File: config.mk
export PLATFORM = sky130hd
export DESIGN_NAME = redun_mont_seq
export DESIGN_NICKNAME = d
export VERILOG_FILES = /design/src/rtl/redun_mont_pkg.sv /design/src/rtl/redun_seq_wdog.sv /design/src/rtl/redun_mont_seq.sv
export SDC_FILE = /design/constraint.sdc
export NUM_CORES = 1
export LEC_CHECK = 0
export ABC_AREA = 1
export BUFFER_PORTS_ARGS = -buffer_cell sky130_fd_sc_hd__buf_2
export CORE_ASPECT_RATIO = 1.25
export CORE_MARGIN = 2
export CORE_UTILIZATION = 58
export DETAILED_ROUTE_END_ITERATION = 7
export GPL_TIMING_DRIVEN = 0
export PLACE_DENSITY = 0.87
export SLEW_MARGIN = 25
export SYNTH_ARGS = -nofsm -noshare
export SYNTH_HDL_FRONTEND = slang
export SYNTH_SLANG_ARGS = --single-unit
File: constraint.sdc
create_clock -name i_clk -period 7 [get_ports i_clk]
set_input_delay 0.35 -clock i_clk [delete_from_list [all_inputs] [get_ports i_clk]]
set_output_delay 0.35 -clock i_clk [all_outputs]
set_load 0.005 [all_outputs]
File: src/rtl/redun_mont_pkg.sv
`default_nettype none
// ============================================================================
// Module      : redun_mont_pkg
// Description : Shared types for the redundant-form Montgomery engine and its
//               iteration sequencer.
// Revision    : 1.0
// ============================================================================
package redun_mont_pkg;

  localparam int NUM_WRDS = 4;
  localparam int WRD_W    = 16;

  typedef logic [NUM_WRDS-1:0][WRD_W-1:0] redun0_t;

  localparam int SEQ_ITER_W = 64;

  typedef enum logic [2:0] {
    SEQ_IDLE  = 3'd0,
    SEQ_ISSUE = 3'd1,
    SEQ_WAIT  = 3'd2,
    SEQ_DONE  = 3'd3,
    SEQ_DRAIN = 3'd4
  } redun_seq_state_t;

endpackage
`default_nettype wire

File: src/rtl/redun_seq_wdog.sv
`default_nettype none
// ============================================================================
// Module      : redun_seq_wdog
// Description : Loadable saturating down-counter with an expired flag.
// Revision    : 1.0
// ============================================================================
module redun_seq_wdog #(
  parameter int CNT_W = 10
) (
  input  logic             clk_i,
  input  logic             rst_ni,
  input  logic             load_i,
  input  logic [CNT_W-1:0] load_val_i,
  input  logic             dec_i,
  output logic             expired_o
);

  logic [CNT_W-1:0] cnt_q, cnt_d;

  always_comb begin
    cnt_d = cnt_q;
    if (load_i) begin
      cnt_d = load_val_i;
    end else if (dec_i && (cnt_q != '0)) begin
      cnt_d = cnt_q - 1'b1;
    end
  end

  always_ff @(posedge clk_i or negedge rst_ni) begin
    if (!rst_ni) begin
      cnt_q <= '0;
    end else begin
      cnt_q <= cnt_d;
    end
  end

  assign expired_o = (cnt_q == '0);

endmodule
`default_nettype wire

File: src/rtl/redun_mont_seq.sv
`default_nettype none
// ============================================================================
// Module      : redun_mont_seq
// Description : Issues T back-to-back squarings to redun_mont, feeding each
//               result back; abort, drain and watchdog handling. Optional
//               checkpoint strobes under `REDUN_SEQ_CKPT_EN.
// Revision    : 1.0
// ============================================================================
module redun_mont_seq
  import redun_mont_pkg::*;
#(
  parameter int ITER_W     = SEQ_ITER_W,
  parameter int WDOG_CYC   = 1024,
  parameter int CKPT_INTVL = 1024
) (
  input  logic              i_clk,
  input  logic              i_rst_n,
  input  logic              i_locked,
  input  logic              i_start,
  input  redun0_t           i_sq_in,
  input  logic [ITER_W-1:0] i_iter,
  input  logic              i_abort,
  output logic              o_ready,
  output redun0_t           o_sq_out,
  output logic              o_valid,
  output logic [ITER_W-1:0] o_iter_cnt,
  output logic              o_err,
  output redun0_t           o_mul_sq,
  output logic              o_mul_val,
  input  redun0_t           i_mul_out,
  input  logic              i_mul_val,
  output logic              o_ckpt_val
);

  localparam logic [2:0] ST_IDLE  = SEQ_IDLE;
  localparam logic [2:0] ST_ISSUE = SEQ_ISSUE;
  localparam logic [2:0] ST_WAIT  = SEQ_WAIT;
  localparam logic [2:0] ST_DONE  = SEQ_DONE;
  localparam logic [2:0] ST_DRAIN = SEQ_DRAIN;

  // The issue cycle and the final sampling edge are both inside the budget, so a
  // result sampled WDOG_CYC edges after the issue cycle begins is still accepted.
  localparam int              WD_W    = $clog2(WDOG_CYC);
  localparam logic [WD_W-1:0] WD_LOAD = WD_W'(WDOG_CYC - 2);

  logic [2:0]        state_q, state_d;
  redun0_t           val_q, val_d;
  logic [ITER_W-1:0] tgt_q, tgt_d;
  logic [ITER_W-1:0] cnt_q, cnt_d;
  logic              pend_q, pend_d;
  logic              err_q, valid_q, armed_q;
  logic              accept, err_set;
  logic              wd_load, wd_dec, wd_expired;

  assign o_ready    = (state_q == ST_IDLE) & i_locked & armed_q;
  assign accept     = i_start & o_ready;
  assign o_mul_val  = (state_q == ST_ISSUE);
  assign o_mul_sq   = val_q;
  assign o_valid    = valid_q;
  assign o_iter_cnt = cnt_q;
  assign o_err      = err_q;

  redun_seq_wdog #(
    .CNT_W (WD_W)
  ) u_wdog (
    .clk_i      (i_clk),
    .rst_ni     (i_rst_n),
    .load_i     (wd_load),
    .load_val_i (WD_LOAD),
    .dec_i      (wd_dec),
    .expired_o  (wd_expired)
  );

  always_comb begin
    state_d = state_q;
    val_d   = val_q;
    tgt_d   = tgt_q;
    cnt_d   = cnt_q;
    pend_d  = pend_q;
    err_set = 1'b0;
    wd_load = 1'b0;
    wd_dec  = 1'b0;
    case (state_q)
      ST_IDLE: begin
        err_set = i_mul_val;
        if (accept) begin
          val_d   = i_sq_in;
          tgt_d   = i_iter;
          cnt_d   = '0;
          state_d = (i_iter == '0) ? ST_DONE : ST_ISSUE;
        end
      end
      ST_ISSUE: begin
        err_set = i_mul_val;
        wd_load = 1'b1;
        if (i_abort) begin
          state_d = ST_DRAIN;
          pend_d  = 1'b1;
        end else begin
          state_d = ST_WAIT;
        end
      end
      ST_WAIT: begin
        wd_dec = 1'b1;
        // A result landing together with the abort is dropped and leaves nothing in flight.
        if (i_abort) begin
          state_d = ST_DRAIN;
          pend_d  = ~i_mul_val;
          wd_load = 1'b1;
        end else if (i_mul_val) begin
          val_d   = i_mul_out;
          cnt_d   = cnt_q + 1'b1;
          state_d = (cnt_d == tgt_q) ? ST_DONE : ST_ISSUE;
        end else if (wd_expired) begin
          err_set = 1'b1;
          state_d = ST_DRAIN;
          pend_d  = 1'b1;
          wd_load = 1'b1;
        end
      end
      ST_DONE: begin
        err_set = i_mul_val;
        state_d = ST_IDLE;
      end
      ST_DRAIN: begin
        wd_dec = 1'b1;
        if (!pend_q || i_mul_val || wd_expired) begin
          state_d = ST_IDLE;
          pend_d  = 1'b0;
        end
      end
      default: state_d = ST_IDLE;
    endcase
  end

  always_ff @(posedge i_clk or negedge i_rst_n) begin
    if (!i_rst_n) begin
      state_q <= ST_IDLE;
      val_q   <= '0;
      tgt_q   <= '0;
      cnt_q   <= '0;
      pend_q  <= 1'b0;
      err_q   <= 1'b0;
      valid_q <= 1'b0;
      armed_q <= 1'b0;
    end else begin
      state_q <= state_d;
      val_q   <= val_d;
      tgt_q   <= tgt_d;
      cnt_q   <= cnt_d;
      pend_q  <= pend_d;
      err_q   <= (accept ? 1'b0 : err_q) | err_set;
      valid_q <= (state_q == ST_DONE);
      armed_q <= 1'b1;
    end
  end

`ifdef REDUN_SEQ_CKPT_EN
  localparam logic [ITER_W-1:0] CKPT_N = ITER_W'(CKPT_INTVL);

  logic ckpt_q;

  always_ff @(posedge i_clk or negedge i_rst_n) begin
    if (!i_rst_n) begin
      ckpt_q <= 1'b0;
    end else begin
      ckpt_q <= (state_q == ST_WAIT) && i_mul_val && !i_abort &&
                ((cnt_d % CKPT_N) == '0) && (cnt_d != tgt_q);
    end
  end

  assign o_sq_out   = val_q;
  assign o_ckpt_val = ckpt_q;
`else
  redun0_t sq_out_q;

  always_ff @(posedge i_clk or negedge i_rst_n) begin
    if (!i_rst_n) begin
      sq_out_q <= '0;
    end else if (state_d == ST_DONE) begin
      sq_out_q <= val_d;
    end
  end

  assign o_sq_out = sq_out_q;

  // The interval still has to be positive when checkpointing is compiled out.
  if (CKPT_INTVL >= 1) begin : g_ckpt_off
    assign o_ckpt_val = 1'b0;
  end
`endif

endmodule
`default_nettype wire

==> impl_metrics.ini, run 1 <==
[yosys]
syn_avg_cell_area_um2 = 7.355
synth_cell_types = 42
netlist_instances = 2009
synth_edf_count = 0
yosysSeqAreaShare = 0.4623
async_flop_share = 1.000
synth.yosys.warnings = 0
synthesis.nets = 2209
synthFlopType = dfrtp_1
netlist_area_mm2 = 0.01478
synth.ff_latch_count = 273

[power_and_ir_drop]
ir_worst_vdd_uv = 253.4
swShare = 0.3416
p_leak_uw = 0.009307
switching_power_uw = 1738
p_comb_frac = 0.247
p_int_uw = 3350
clkPwrFrac = 0.334
power_frac_seq = 0.420
p_per_area_mw_per_mm2 = 277.5

[timing]
fin_skew_ps = 16.48
maxSlewViolCount = 0
finalCriticalPeriod_ps = 4289
period_share = 0.6127
max_freq_mhz = 233.2
whs_ps = 10.73
hold_violations = 0
max_slew.worst_pin.slew_ps = 1085
finalSetupViolCount = 0
tns_ps = 0
rsz0062_at_grt = false
max_slew_margin = 0.2767

[critical_path]
crit_chain = nand2_1 -> nor2_4 -> nand2_1 -> nor2_1 -> nand2_1 -> clkinv_1 -> nand3_1 -> nand3b_1 -> nand2_1 -> nor2_1 -> nand2_1 -> nor2_1 -> nand2_1 -> nor2_1 -> nand2_1 -> nand2_1 -> nand2_1 -> nand2_4 -> nand2_4 -> buf_2 -> nand2_1 -> nand2_1
slowest_stage = nor2_1
critPathCaptureType = register
worstSetupPathType = reg -> reg
cpMostUsedCell = nand2_1
critical_path_arrival_ps = 4730
start_kind = register
cp_max_fo = 10
worst_ep_required_time_ps = 7440
crit_path_max_incr_delay_ps = 530

[finish]
layout_commonest_cell = nand2_1
drive_gt1_frac = 0.2003
final_nets = 2639
final_cell_mix = 732 x nand2_1, 399 x buf_2, 273 x dfrtp_1, 196 x nand3_1, 179 x inv_1
area_growth_pct = 24.07
seq_area_mm2 = 0.006832
multi_input_area_mm2 = 0.006845
fill_cells = 1854

[clock_network]
cts.sink_count = 273
ctsResizeCount = 0
htreeDepth = 1
numCtsBuffers = 29
worstSkewPairLatency_ps = 560
clk_path_buf_depth = 3
path_clk_slew_ps = 70
cts_tree = yes
clockRootBuffer = clkbuf_16

[place]
port_buffers = 393
gp_congestion = 1.025
hpwlAfterDp_mm = 49.85

[floorplanning]
fp.dieW_um = 146.8
io_pins = 395
die_area_mm2 = 0.02678
core_area_mm2 = 0.02513
num_rows = 65
fp.dieH_um = 182.5
start_util = 0.5880

[grt]
grt_antenna_before_repair = 9
grt.total_usage = 0.4809
grt-ovfl-total = 0
grt_max_degree = 92
grt_pass1_wl_mm = 96.66
grt_pass1_vias = 16920

[detailed_routing]
drtIter0Drc = 1761
avgRoutedWirePerCell_um = 23.34
num_vias = 17160
first_pass_iters = 6
antenna_left = 0
wl_mm = 65.45
drc = 0
viasPerCell = 6.120

[job]
maxCapViolCount = 0

[run_status]
status = finished clean

[worst_hold_path]
holdCritPathClass = in -> reg
## synth_stat cells, drive strengths merged, types with 4 or more instances
library cell    n  area (um^2)
a21oi           5        25.02
a32oi          63        551.8
buf            24        190.2
clkbuf         59        221.5
dfrtp         273         6832
inv           181        679.4
nand2         742         2830
nand3         196        980.9
nand3b         24        180.2
nand4          28        175.2
nor2          177        768.2
nor3            9        45.04
nor4           11        68.82
o21ai         146        730.7
o22ai          45        281.5
xor2            4        35.03
## sequential cells by signal, summed over array words and instances, names as in the netlist
name,cells
tgt_q,64
pend_q,1
u_wdog.cnt_q,10
o_err,1
state_q,3
o_sq_out,64
o_valid,1
o_iter_cnt,64
o_mul_sq,64
armed_q,1
## cell families (layout without fill, tap and decap cells)
family | Yosys count | count (layout) | share of synthesized area
AOI/OAI and AO/OA | 265 | 265 | 0.1108
xor gates and xnor gates | 6 | 6 | 0.005419
adders and majority gates | 2 | 2 | 0.001693
buffers and inverters | 267 | 719 | 0.07460
DFF | 273 | 273 | 0.4623
other | 2 | 10 | 0.0005082
and+or+nand+nor | 1194 | 1194 | 0.3447
## critical path, delay by kind of cell (launching register included)
| kind | cells | cell delay, ps |
|---|---|---|
| AND/OR/NAND/NOR | 20 | 3250 |
| buffers and inverters | 2 | 470 |
| flip-flops | 1 | 430 |
## final timing paths
check / from / endpoint / slack [ps] / depth (start not counted)
worst min-delay path: i_iter[50] / tgt_q[50]$_DFFE_PN0P_ / 10 / 3
max in group asynchronous: i_rst_n / o_mul_sq[23]$_DFF_PN0_ / 5530 / 4
worst min register to register: o_sq_out[15]$_DFFE_PN0N_ / o_sq_out[15]$_DFFE_PN0N_ / 470 / 2
worst max register to register: o_iter_cnt[10]$_DFFE_PN0P_ / o_sq_out[41]$_DFFE_PN0N_ / 2710 / 22
min in group asynchronous: i_rst_n / tgt_q[16]$_DFFE_PN0P_ / 320 / 2
worst max-delay path: o_iter_cnt[10]$_DFFE_PN0P_ / o_sq_out[41]$_DFFE_PN0N_ / 2710 / 22
## layer usage
layer	track usage	wire, um
met4	0.4237	7344
met3	0.1155	7273
met1	0.5286	21080
met2	0.7778	29730
met5	0	23
## area by class of cell
type	count	share of cell area
diodes	8	0.001092
plain buffers	83	0.02245
clock buffers	34	0.04061
clock inverters	19	0.01536
inverters	184	0.03767
multi-input cells	1469	0.3734
flip-flops and latches	273	0.3726
well taps	335	0.02286
repair buffers	399	0.1140
## metrics by stage
step / setup slack, ps / power, uW / cells / utilization / area, um^2
after floorplan: 4383 / 2653 / 2009 / - / 14780
after global placement: 649.6 / 3240 / 2737 / 0.6829 / 17160
after detailed placement: 2960 / 3303 / 2740 / 0.6867 / 17260
after CTS: 2908 / 5003 / 2796 / 0.7288 / 18310
after global routing: 2651 / 5249 / 2802 / 0.7294 / 18330
final: 2711 / 5088 / 2804 / 0.7295 / 18330
## power by group through the flow
stage               Clock, uW  Sequential (uW)  Combinational [uW]
finish                   1700             2130                1250
detailed placement          0             2130                1170
CTS                      1690             2120                1200
floorplan                   0             2100                 554
global placement            0             2120                1120
global route             1750             2150                1340
## what timing repair did
action | 4_1_cts | 5_1_grt
hold endpoints to repair | 61 | 0
setup buffers | 0 | 0
hold buffers | 3 | 0
Power figures use the tool's default switching activity.
==> inputs of run 2 (changes only) <==
--- a/config.mk
+++ b/config.mk
@@ -9,10 +9,10 @@
 export BUFFER_PORTS_ARGS = -buffer_cell sky130_fd_sc_hd__buf_2
 export CORE_ASPECT_RATIO = 1.25
 export CORE_MARGIN = 2
-export CORE_UTILIZATION = 58
+export CORE_UTILIZATION = 48
 export DETAILED_ROUTE_END_ITERATION = 7
 export GPL_TIMING_DRIVEN = 0
-export PLACE_DENSITY = 0.87
+export PLACE_DENSITY = 0.77
 export SLEW_MARGIN = 25
 export SYNTH_ARGS = -nofsm -noshare
 export SYNTH_HDL_FRONTEND = slang
==> constraint.sdc (replaced) <==
create_clock -name i_clk -period 3.89 [get_ports i_clk]
set_input_delay 0.1945 -clock i_clk [delete_from_list [all_inputs] [get_ports i_clk]]
set_output_delay 0.1945 -clock i_clk [all_outputs]
set_load 0.005 [all_outputs]
==> impl_metrics.ini, run 2 (same netlist as run 1, synthesis figures left out) <==
[timing]
period_share = 0.9788
finalSetupViolCount = 0
maxSlewViolCount = 0
max_slew_margin = 0.3107
max_slew.worst_pin.slew_ps = 1034
fin_skew_ps = 9.294
hold_violations = 0
worst_slack_ps = 82.34
max_freq_mhz = 262.6
rsz0062_at_grt = false
finalCriticalPeriod_ps = 3808

[power_and_ir_drop]
p_per_area_mw_per_mm2 = 473.4
ir_worst_vdd_uv = 333.3
p_leak_uw = 0.009716

[floorplanning]
fp.dieW_um = 160.9
fp.dieH_um = 200.2
num_rows = 71
core_area_mm2 = 0.03020
io_pins = 395
start_util = 0.4892
die_area_mm2 = 0.03221

[clock_network]
worstSkewPairLatency_ps = 580
cts.sink_count = 273
clk_path_buf_depth = 3
path_clk_slew_ps = 60
cts_tree = yes
clockRootBuffer = clkbuf_16
numCtsBuffers = 30
htreeDepth = 1

[finish]
layout.cells.non_filler = 2959
multi_input_area_mm2 = 0.006880
drive_gt1_frac = 0.1988
final_nets = 2731
fill_cells = 2717
final_cell_mix = 731 x nand2_1, 399 x buf_2, 273 x dfrtp_1, 196 x nand3_1, 179 x inv_1
area_growth_pct = 31.27
seq_area_mm2 = 0.006832
layout_commonest_cell = nand2_1

[critical_path]
crit_start = state_q[1]$_DFF_PN0_
cp_max_fo = 10
crit_chain = clkbuf_1 -> nand2_1 -> nor2_2 -> inv_1 -> nand2_1 -> clkbuf_1 -> clkbuf_1 -> o21ai_0
cpMostUsedCell = clkbuf_1
r2r_end = o_iter_cnt[60]$_DFFE_PN0P_
critPathCaptureType = register
reg2reg_slack_ps = 80
r2r_cells = 8
critPathCapture = o_iter_cnt[60]$_DFFE_PN0P_
worst_ep_required_time_ps = 4300
path_buf_inv = 4
worstSetupPathType = reg -> reg
cp.depth = 8
crit_path_max_incr_delay_ps = 700
start_kind = register
cp_top_family = buffers and inverters
r2r-start = state_q[1]$_DFF_PN0_
slowest_stage = clkbuf_1
critical_path_arrival_ps = 4220

[grt]
grt-ovfl-total = 0
grt_antenna_before_repair = 3
grt_pass1_vias = 16670
grt_pass1_wl_mm = 96.10
grt.total_usage = 0.3953
grt_max_degree = 88

[detailed_routing]
avgRoutedWirePerCell_um = 21.98
num_vias = 16690
drtIter0Drc = 1351
drc = 0
antenna_left = 0
viasPerCell = 5.639
wl_mm = 65.03
first_pass_iters = 8

[worst_hold_path]
holdCritPathClass = in -> reg

[place]
gp_congestion = 1.006
dp_slack_ps = -356.0
placed_cells = 2806
hpwlAfterDp_mm = 50.22
port_buffers = 393

[job]
maxCapViolCount = 0

[run_status]
status = finished clean
run 2: cell types whose count changed in the layout (fill, tap and decap cells not counted), moves of 2 or more:
cell,previous run,this run
bufinv_16,7,5
nor2_1,158,153
clkbuf_1,64,62
clkbuf_16,29,31
dlygate4sd3_1,3,91
buf_4,1,4
clkinv_2,8,6
nor2_2,9,11
clkbuf_8,0,4
nor2_4,9,12
diode_2,8,3
run 2: worst min path at each step:
stage / endpoint / slack [ps] / startpoint / depth (start not counted)
2_1_floorplan: armed_q$_DFF_PN0_ / -100 / i_rst_n / 0
3_3_place_gp: tgt_q[50]$_DFFE_PN0P_ / 410 / i_iter[50] / 3
3_5_place_dp: tgt_q[16]$_DFFE_PN0P_ / 170 / i_rst_n / 1
4_1_cts: o_mul_sq[58]$_DFF_PN0_ / 0.005 / i_sq_in[58] / 3
5_1_grt: o_mul_sq[47]$_DFF_PN0_ / 10 / i_sq_in[47] / 3
6_report: o_mul_sq[43]$_DFF_PN0_ / 20 / i_sq_in[43] / 3
run 2: area by class of cell:
type	instances	share of cell area
diodes	3	0.0003870
plain buffers	83	0.02122
clock buffers	38	0.04341
clock inverters	18	0.01232
inverters	184	0.03561
multi-input cells	1469	0.3547
flip-flops and latches	273	0.3522
well taps	401	0.02587
repair buffers	490	0.1543
run 2: timing repair:
action / in CTS / in global routing
endpoints found under the setup margin: 65 / 64
pin swaps: 1 / 2
endpoints found under the hold margin: 167 / 1
hold buffers: 90 / 1
resized for setup: 3 / 7
buffers inserted: 1 / 2
run 2: where the power goes:
group / internal (uW) / total, uW / switching [uW]
clock: 1870 / 3150 / 1280
combinational: 853 / 2210 / 1360
sequential: 3410 / 3820 / 419
total: 6130 / 9180 / 3060
run 2: metal layers:
metal,routed length [um],up-vias,track usage
li1,-,7674,-
met1,23560,7901,0.4484
met2,31330,889,0.6813
met3,4856,223,0.06420
met4,5284,0,0.2679
met5,0,-,0
run 2: tightest hold or removal path, cell delays in order:
cell	delay [ps]
buf_2	70
a32oi_1	70
o21ai_0	220
run 2: metrics by stage:
step	hold slack, ps	cell area [um^2]	power (uW)	TNS (ps)	util
after floorplan	-101.1	14780	4773	0	-
after global placement	406.9	17250	5853	-685210	0.5710
after detailed placement	168.6	17340	5910	-19680	0.5741
after CTS	0.004996	19340	9125	0	0.6404
after global routing	13.95	19400	9575	0	0.6422
final	21.18	19400	9183	0	0.6422
==> inputs of run 3 (changes only) <==
--- a/config.mk
+++ b/config.mk
@@ -10,6 +10,7 @@
 export CORE_ASPECT_RATIO = 1.25
 export CORE_MARGIN = 2
 export CORE_UTILIZATION = 48
+export CTS_CLUSTER_SIZE = 10
 export DETAILED_ROUTE_END_ITERATION = 7
 export GPL_TIMING_DRIVEN = 0
 export PLACE_DENSITY = 0.77
==> constraint.sdc (replaced) <==
create_clock -name i_clk -period 3.89 [get_ports i_clk]
set_input_delay 0.778 -clock i_clk [delete_from_list [all_inputs] [get_ports i_clk]]
set_output_delay 0.778 -clock i_clk [all_outputs]
set_load 0.005 [all_outputs]
==> impl_metrics.ini, run 3 (same netlist as run 1, synthesis figures left out) <==
[run_status]
status = finished clean

[critical_path]
critical_path_arrival_ps = 4190
r2r_cells = 8
start_kind = register
slowest_stage = clkbuf_1
worstSetupPathType = reg -> reg
cpMostUsedCell = clkbuf_1
r2r-start = state_q[1]$_DFF_PN0_
crit_path_max_incr_delay_ps = 730
cp_max_fo = 10
crit_chain = clkbuf_1 -> nand2_1 -> nor2_2 -> inv_1 -> nand2_1 -> clkbuf_1 -> clkbuf_1 -> o21ai_0
worst_ep_required_time_ps = 4240
r2r_end = o_iter_cnt[60]$_DFFE_PN0P_
reg2reg_slack_ps = 50
critPathCaptureType = register

[timing]
max_freq_mhz = 260.5
maxSlewViolCount = 0
tns_ps = 0
finalSetupViolCount = 0
finalCriticalPeriod_ps = 3839
hold_violations = 0
max_slew.worst_pin.slew_ps = 977.7
period_share = 0.9868
max_slew_margin = 0.3482
rsz0062_at_grt = false
fin_skew_ps = 13.39

[clock_network]
clk_path_buf_depth = 3
numCtsBuffers = 34
cts_hold_buf = 0
cts.sink_count = 273
path_clk_slew_ps = 60
htreeDepth = 2
cts_tree = yes
worstSkewPairLatency_ps = 530
clockRootBuffer = clkbuf_16

[finish]
area_growth_pct = 24.25
layout_commonest_cell = nand2_1
final_cell_mix = 731 x nand2_1, 399 x buf_2, 273 x dfrtp_1, 196 x nand3_1, 179 x inv_1
layout.cells.non_filler = 2857
final_nets = 2644
drive_gt1_frac = 0.2020

[floorplanning]
fp.dieW_um = 160.9
die_area_mm2 = 0.03221
io_pins = 395
fp.dieH_um = 200.2
core_area_mm2 = 0.03020
num_rows = 71
start_util = 0.4892

[detailed_routing]
drtIter0Drc = 1296
num_vias = 16110
drc = 0
antenna_left = 0
avgRoutedWirePerCell_um = 22.12
wl_mm = 63.21
viasPerCell = 5.638
first_pass_iters = 6

[job]
maxCapViolCount = 0

[place]
hpwlAfterDp_mm = 50.22
placed_cells = 2806
gp_congestion = 1.006
port_buffers = 393

[power_and_ir_drop]
p_leak_uw = 0.009285
p_per_area_mw_per_mm2 = 479.3
ir_worst_vdd_uv = 322.7

[worst_hold_path]
holdCritPathClass = in -> async

[grt]
grt_pass1_vias = 16040
grt-ovfl-total = 0
grt_max_degree = 88
grt.total_usage = 0.3859
grt_antenna_before_repair = 7
grt_pass1_wl_mm = 93.28
run 3: cell type report:
type	instances	area, um^2
antenna	1	2.502
tap	401	501.7
inverter	184	690.7
fill	2877	11840
buffer	83	411.6
sequential	273	6832
clock buffer	42	912.1
timing repair buffer	399	2082
multi-input combinational	1469	6880
clock inverter	5	47.55
run 3: stage by stage:
| stage | cell area [um^2] | util | power [uW] | hold WS (ps) | worst slack [ps] |
|---|---|---|---|---|---|
| 2_1_floorplan | 14780 | - | 4773 | 453.0 | 1273 |
| 3_3_place_gp | 17250 | 0.5710 | 5853 | 449.8 | -3072 |
| 3_5_place_dp | 17340 | 0.5741 | 5910 | 454.1 | -356.0 |
| 4_1_cts | 18320 | 0.6066 | 8771 | 205.0 | 7.264 |
| 5_1_grt | 18360 | 0.6079 | 9202 | 227.4 | 25.24 |
| 6_report | 18360 | 0.6079 | 8801 | 188.0 | 51.18 |
run 3: what timing repair did:
item	CTS	global route
endpoints found under the setup margin	65	63
resized for setup	4	6
setup buffers	1	2
endpoints found under the hold margin	0	0
pin swaps	1	2
run 3: critical path: cells and delay by family, from the launching register on:
family                 cells  cell delay (ps)
and+or+nand+nor            3              990
DFF                        1              360
buffers and inverters      4             2090
AOI/OAI and AO/OA          1              220
run 3: power by group:
part	internal (uW)	switching (uW)	leakage, uW
Clock	1640	1210	0.000471
Combinational	786	1330	0.00525
Sequential	3410	416	0.00356
Total	5840	2960	0.00929
run 3: how the worst max path moves through the flow:
stage                                     from                          to  depth (start not counted)
floorplan            o_iter_cnt[1]$_DFFE_PN0P_    o_sq_out[17]$_DFFE_PN0N_                         24
global placement                       i_rst_n    o_sq_out[42]$_DFFE_PN0N_                          1
detailed placement  o_iter_cnt[10]$_DFFE_PN0P_    o_sq_out[27]$_DFFE_PN0N_                         22
CTS                 o_iter_cnt[21]$_DFFE_PN0P_    o_sq_out[23]$_DFFE_PN0N_                         20
global route        o_iter_cnt[10]$_DFFE_PN0P_    o_sq_out[23]$_DFFE_PN0N_                         23
finish                    state_q[1]$_DFF_PN0_  o_iter_cnt[60]$_DFFE_PN0P_                          8
run 3: per-layer routing:
metal / GRT usage / routed length, um / vias to the layer above / share of wire
li1: - / - / 7486 / -
met1: 0.4384 / 22860 / 7627 / 0.36
met2: 0.6674 / 30800 / 786 / 0.49
met3: 0.07144 / 4824 / 198 / 0.076
met4: 0.2423 / 4627 / 12 / 0.073
met5: 0 / 99 / - / 0.0016
